<file path="config.mk">
export PLATFORM = sky130hd
export DESIGN_NAME = multicycle_control
export DESIGN_NICKNAME = d
export VERILOG_FILES = /design/src/rtl/multicycle_control.sv
export SDC_FILE = /design/constraint.sdc
export NUM_CORES = 1
export LEC_CHECK = 0
export BUFFER_PORTS_ARGS = -buffer_cell sky130_fd_sc_hd__clkbuf_2
export CORE_MARGIN = 10
export CORE_UTILIZATION = 55
export DETAILED_ROUTE_END_ITERATION = 12
export MAX_ROUTING_LAYER = met4
export PLACE_DENSITY_LB_ADDON = 0.15
export SYNTH_ARGS = -nofsm -noshare
export SYNTH_HDL_FRONTEND = slang
export SYNTH_SLANG_ARGS = --single-unit
</file>
<file path="constraint.sdc">
create_clock -name clk -period 3.58 [get_ports clk]
set_clock_uncertainty 0.05 [all_clocks]
set_input_delay 0.716 -clock clk [delete_from_list [all_inputs] [get_ports clk]]
set_output_delay 0.716 -clock clk [all_outputs]
set_load 0.005 [all_outputs]
</file>
<file path="src/rtl/multicycle_control.sv">
// multicycle_control: FETCH/DECODE/EXEC/MEM/WB sequencer driving datapath controls, PC strobes, halt/trap status and a retired count
module multicycle_control #(
  parameter int MCODEBITS = 4,
  parameter int OPWIDTH   = 3,
  parameter int MEM_LAT   = 2,
  parameter int COUNTW    = 16
) (
  input  logic                 clk,
  input  logic                 rst_n,
  input  logic [MCODEBITS-1:0] instr,
  input  logic                 instr_valid,
  input  logic                 cond_true,
  output logic                 instr_ready,
  output logic                 UncdJmp,
  output logic                 JType,
  output logic                 IType,
  output logic                 RdMem,
  output logic                 WrMem,
  output logic                 RegWrite,
  output logic                 Movf,
  output logic [OPWIDTH-1:0]   ALUOp,
  output logic                 pc_en,
  output logic                 pc_jump,
  output logic                 flag_we,
  output logic                 halted,
  output logic                 illegal,
  output logic [COUNTW-1:0]    instr_count
);
  localparam int MW = MEM_LAT > 1 ? $clog2(MEM_LAT) : 1;
  typedef enum logic [2:0] {FETCH, DECODE, EXEC, MEM, WB, HALT, TRAP} state_t;
  state_t state, nxt;
  logic [MCODEBITS-1:0] ir;
  logic [MW-1:0] mcnt;
  logic [3:0] op;
  logic [2:0] alu3;
  logic ill, is_jmp, is_cmp, is_ld, is_str, is_halt, last, act, inc;
  assign op      = ir[3:0];
  assign ill     = (ir >> 4) != '0;
  assign is_jmp  = op <= 4'd4;
  assign is_cmp  = op == 4'd12;
  assign is_ld   = op == 4'd8;
  assign is_str  = op == 4'd7;
  assign is_halt = op == 4'd11;
  assign last    = mcnt == MW'(MEM_LAT - 1);
  assign act     = state == EXEC || state == MEM || state == WB;
  // halt retires on its way into HALT even though it never raises pc_en
  assign inc     = pc_en || (state == DECODE && is_halt && !ill);
  always_ff @(posedge clk or negedge rst_n) begin
    if (!rst_n) begin
      state       <= FETCH;
      ir          <= '0;
      mcnt        <= '0;
      instr_count <= '0;
    end else begin
      state       <= nxt;
      ir          <= (state == FETCH && instr_valid) ? instr : ir;
      mcnt        <= (state == MEM && !last) ? mcnt + MW'(1) : '0;
      instr_count <= instr_count + COUNTW'(inc);
    end
  end
  always_comb begin
    nxt = state;
    case (state)
      FETCH:   nxt = instr_valid ? DECODE : FETCH;
      DECODE:  nxt = ill ? TRAP : is_halt ? HALT : EXEC;
      EXEC:    nxt = (is_jmp || is_cmp) ? FETCH : (is_ld || is_str) ? MEM : WB;
      MEM:     nxt = !last ? MEM : is_ld ? WB : FETCH;
      WB:      nxt = FETCH;
      default: nxt = state;
    endcase
  end
  always_comb begin
    alu3 = op == 4'd13 ? 3'b001 : op == 4'd6 ? 3'b011 : op == 4'd15 ? 3'b101 :
           op == 4'd9 ? 3'b110 : op == 4'd12 ? 3'b111 : 3'b000;
    instr_ready = state == FETCH;
    UncdJmp     = act && op == 4'd0;
    JType       = act && is_jmp;
    IType       = act && op >= 4'd13;
    Movf        = act && op == 4'd10;
    ALUOp       = act ? OPWIDTH'(alu3) : '0;
    RdMem       = state == MEM && is_ld;
    WrMem       = state == MEM && is_str;
    RegWrite    = state == WB;
    pc_en       = (state == EXEC && (is_jmp || is_cmp)) || (state == MEM && is_str && last) || state == WB;
    pc_jump     = state == EXEC && is_jmp && (op == 4'd0 || cond_true);
    flag_we     = state == EXEC && is_cmp;
    halted      = state == HALT || state == TRAP;
    illegal     = state == TRAP;
  end
endmodule
</file>
==> reports/metrics.csv, run 1 <==
metric;value;unit
outcome;finished, final reports clean;
io_buffers;39;
crit_type;reg -> out;
cts_made_buffers;3;
fin_cells;209;
antenna_found_initial;0;
hold_violations;0;
hold_class;in -> async;
rsz0062_at_grt;no;
cts_tree;built;
max_freq;364;MHz
ys_seq_area_share;43.9;%
fin_crit;2.75;ns
synth_top_area_share;43.9;%
netlist_instances;144;
num_antenna_cells;0;
via_per_inst;5.70;
io_pins;40;
cts_htree_levels;1;
drive_above_1_share;29.1;%
ys_ff_latch;24;
ys_types;39;
ant_nets;0;
drc_errors;0;
grt_start_max_net_pins;25;
peakVddDrop;0.511;mV
wl_met3;215;um
num_rows;18;
postCtsHoldBufs;0;
grt_pass1_vias;1157;
grt_first_pass_wirelength;5.82;mm
slew_violations;0;
synth_top_cell_by_area;dfrtp_1;
coreArea;2430;um2
synthTopCellsByArea;dfrtp_1 (44%), xnor2_1 (6.4%), nand2_1 (4.9%);
drt-met1-wl;1.46;mm
clk_path_buf_depth;2;
critPathBufInv;2;
async_flop_share;100;%
multi_input_area;702;um2
clk_pin_slew;0.13;ns
synth.top_cells.by_count;dfrtp_1 (24), nand2_1 (18), nor2_1 (12);
overflow;0;
yosysMostFrequentCell;dfrtp_1;
die_w;69.9;um
syn-cell-area;1370;um2
hpwl;2.53;mm
area_growth;15.6;%
postCtsSetupRepairBufs;0;
fp.dieH;69.9;um
fin_nets;190;
cp_top_family;simple AND/OR/NAND/NOR gates;
cts_sinks;24;
crit_top_cell;nor2_1;
synthFlopType;dfrtp_1;
tightest_slew;0.597;ns
cts_resized;0;
nFillCells;201;
total_power;1.11;mW
path_max_fanout;15;
path_cells;nor2_1 > nand2_1 > inv_1 > nor2_1 > and3b_1 > clkbuf_2;
syn-num-nets;154;
postSynthAreaPerCell;9.51;um2
post-route-period-util;76.8;%
wl_per_cell;16.3;um
setup_viol;0;
yosysWarnings;0;
drt_iter0_drc;103;
cp-end-kind;primary output;
crit_path_start_kind;flip-flop;
drt_pass1_iterations;4;
cp_slowest_cell;dfrtp_1;
gp_congestion;0.875;
dp_cells;205;
initial_core_util;56.3;%
wl;3.41;mm
worstPathRequired;2.81;ns
synth_edf_count;0;
p_per_area;699;nW/um2
dr_wl_met2;1.69;mm
grt_usage;14.4;%
dieArea;4880;um2
vias;1191;
p_leak;0.779;nW
drv_cap;0;
register_area;601;um2
slew_headroom;60.2;%
cpPeakStageDelay;0.65;ns
crit_arrival;1.98;ns
cts-root-buf;clkbuf_4;
clk-insertion-delay-late;0.32;ns
fin_tns_setup;0;ns
dr.max_layer_used;met4;
[layout by cell type (no fill, tap or decap), drive strengths merged, types with 2 or more instances in the layout]
cell / count
o21ai: 3
ha: 2
nor2: 12
nor2b: 2
and3: 3
mux2: 4
dfrtp: 24
nand3: 10
nor3b: 4
a21oi: 3
xor2: 7
xnor2: 10
o31ai: 2
clkbuf: 43
inv: 3
a211oi: 2
nand2: 18
nor3: 9
and2: 3
[registers in the layout, indices dropped and copies added (netlist names)]
| signal | flops |
|---|---|
| instr_count | 16 |
| state | 3 |
| ir | 4 |
| last | 1 |
[worst paths after layout]
kind	start	to	slack [ns]	cells past startpoint
max	state[0]	ALUOp[2]	0.83	6
min	rst_n	instr_count[9]	0.32	1
max reg2reg	ir[1]	instr_count[14]	0.93	10
min reg2reg	instr_count[15]	instr_count[15]	0.45	1
max in group asynchronous	rst_n	instr_count[10]	2.77	1
min in group clk	instr_count[15]	instr_count[15]	0.45	1
[metal layers]
layer,track usage (%),vias to the layer above
li1,-,568
met1,17.0,577
met2,24.4,41
met3,2.97,5
met4,3.95,0
met5,-,-
[cell type report]
| type | instances | share of cell area [%] |
|---|---|---|
| Timing Repair Buffer | 39 | 12.3 |
| Clock buffer | 4 | 2.29 |
| Tap cell | 30 | 2.37 |
| Inverter | 3 | 0.711 |
| Multi-Input combinational cell | 109 | 44.3 |
| Sequential cell | 24 | 37.9 |
[kinds of logic after synthesis]
group / after synthesis / synth area share (%)
AND/OR/NAND/NOR: 70 / 27.2
flip-flops: 24 / 43.9
XOR/XNOR: 17 / 10.9
AO/OA/AOI/OAI: 15 / 7.22
buffers and inverters: 11 / 4.84
multiplexers: 4 / 3.29
adder cells (fa/ha/maj): 3 / 2.65
[through the flow]
step	setup slack [ns]	util [%]	area, um2	hold WS [ns]
finish	0.830	65.1	1580	0.318
global route	0.678	65.1	1580	0.346
CTS	0.866	65.1	1580	0.334
detailed placement	0.998	63.6	1550	0.420
global placement	1.12	63.6	1550	0.411
floorplan	1.29	-	1370	0.370
[power by group]
part           internal (mW)  total [mW]  switching (mW)
registers              0.338       0.502           0.164
clock network         0.0623       0.147          0.0842
logic                  0.219       0.458           0.239
total                  0.619        1.11           0.488
No activity file was read; power rests on OpenSTA's default activity.
==> inputs of run 2 (changes only) <==
Settings changed: ABC_AREA set to 1, CORE_UTILIZATION 55 to 51.
Clock period 3.58 ns to 2.55 ns, I/O delays scaled along.
==> run 2 against run 1 <==
Synthesized cell count is 20% higher. Combinational power is 46% higher. Sequential share of layout area is 1.2 points lower. Flip-flop and latch count stayed put. Routed wire length is 5.0% lower.
==> reports/metrics.csv, run 2 <==
metric;value;unit
outcome;finished, final reports clean;
dieArea;5180;um2
clk_path_buf_depth;2;
synth_top_cell_by_area;dfrtp_1;
crit_arrival;2.46;ns
fin_tns_setup;0;ns
clk_pin_slew;0.12;ns
ys_types;25;
drt_iter0_drc;38;
p_leak;0.851;nW
cts_resized;0;
synth_edf_count;0;
fin_crit;2.28;ns
crit_path_start_kind;flip-flop;
grt_start_max_net_pins;25;
crit_type;reg -> reg;
ys_seq_area_share;43.6;%
most-common-layout-cells;clkbuf_2 (39), nand2_1 (35), dfrtp_1 (24);
clk-insertion-delay-late;0.30;ns
synthTopCellsByArea;dfrtp_1 (44%), nand2_1 (9.5%), nor2_1 (6.3%);
wl;3.24;mm
hpwl;2.67;mm
gp_congestion;0.950;
io_pins;40;
cp-end-kind;flip-flop;
cts_htree_levels;1;
path_max_fanout;8;
dp_cells;242;
die_w;72.0;um
cts-root-buf;clkbuf_4;
grt_first_pass_wirelength;5.78;mm
hold_violations;0;
synth_top_area_share;43.6;%
postSynthAreaPerCell;7.96;um2
nFillCells;233;
tightest_slew;0.608;ns
vias;1261;
worst_slack;0.274;ns
cts_made_buffers;3;
io_buffers;39;
via_per_inst;5.15;
ys_ff_latch;24;
postCtsHoldBufs;0;
drt_pass1_iterations;4;
post-place-ws;0.290;ns
syn-cell-area;1380;um2
drv_cap;0;
async_flop_share;100;%
p_per_area;882;nW/um2
num_rows;18;
slew_headroom;59.5;%
drc_errors;0;
area_growth;18.7;%
post-route-period-util;89.2;%
max_freq;439;MHz
top_regs;instr_count (16), ir (4), state (3);
num_antenna_cells;0;
slew_violations;0;
final_core_util;64.8;%
ant_nets;0;
worst_hold_slack;0.140;ns
overflow;0;
grt_pass1_vias;1365;
cts_sinks;24;
coreArea;2520;um2
total_power;1.44;mW
hold_class;in -> async;
drive_above_1_share;31.2;%
fp.dieH;72.0;um
fin_nets;227;
syn-num-nets;183;
setup_viol;0;
largest_register_ffs;16;
fin_area;1630;um2
yosysMostFrequentCell;nand2_1;
yosysWarnings;0;
final_common_cell;clkbuf_2;
initial_core_util;54.6;%
synthFlopType;dfrtp_1;
netlist_instances;173;
synth.top_cells.by_count;nand2_1 (35), dfrtp_1 (24), nor2_1 (23);
wl_per_cell;13.2;um
largest_register;instr_count;
postCtsSetupRepairBufs;0;
rsz0062_at_grt;no;
dpl_cell_area;1610;um2
peakVddDrop;0.632;mV
grt_usage;13.7;%
antenna_found_initial;0;
worstPathRequired;2.74;ns
cts_tree;built;
fin_cells;245;
==> run 2: area by class of cell <==
type                       count  area (um2)  area share, %
sequential                    24         601           36.8
inverter                      21        78.8           4.82
multi-input combinational    127         692           42.3
tap                           30        37.5           2.30
clock buffer                   3        22.5           1.38
timing repair buffer          40         203           12.4
==> run 2: logic make-up (layout without fill, tap and decap cells) <==
family | Yosys count | in the layout | synth area share, %
fa+ha+maj | 2 | 2 | 1.82
buf+inv | 22 | 64 | 6.09
compound gates | 11 | 11 | 4.27
simple gates | 102 | 102 | 36.5
flops | 24 | 24 | 43.6
xor+xnor | 12 | 12 | 7.64
==> run 2: layer usage <==
metal / up-vias / global-route usage, % / part of all wire [%]
li1: 638 / - / -
met1: 582 / 14.4 / 43
met2: 35 / 23.6 / 50
met3: 6 / 2.99 / 4.9
met4: 0 / 7.10 / 2.1
met5: - / - / 0
==> run 2: final timing paths <==
path,cells past startpoint,to,start,slack [ns]
worst max-delay path,11,instr_count[14],state[0],0.27
worst min-delay path,1,instr_count[6],rst_n,0.14
worst max register to register,11,instr_count[14],state[0],0.27
worst min register to register,1,instr_count[14],instr_count[14],0.47
max in group asynchronous,1,instr_count[3],rst_n,1.92
min in group clk,3,ir[1],instr[1],0.39
==> run 2: power by group <==
part	internal, mW	switching (mW)	total (mW)
combinational	0.259	0.411	0.670
sequential	0.477	0.138	0.615
clock	0.0551	0.102	0.157
total	0.791	0.651	1.44
==> run 2: worst max-delay path, cell delays in order (launching register included) <==
cell	delay [ns]
dfrtp_1	0.51
nor3_4	0.23
inv_1	0.10
or2_1	0.25
nand4_1	0.08
ha_1	0.16
ha_1	0.18
nand2_1	0.07
nor2_2	0.16
nand3_1	0.13
nor2_1	0.14
xor2_1	0.15
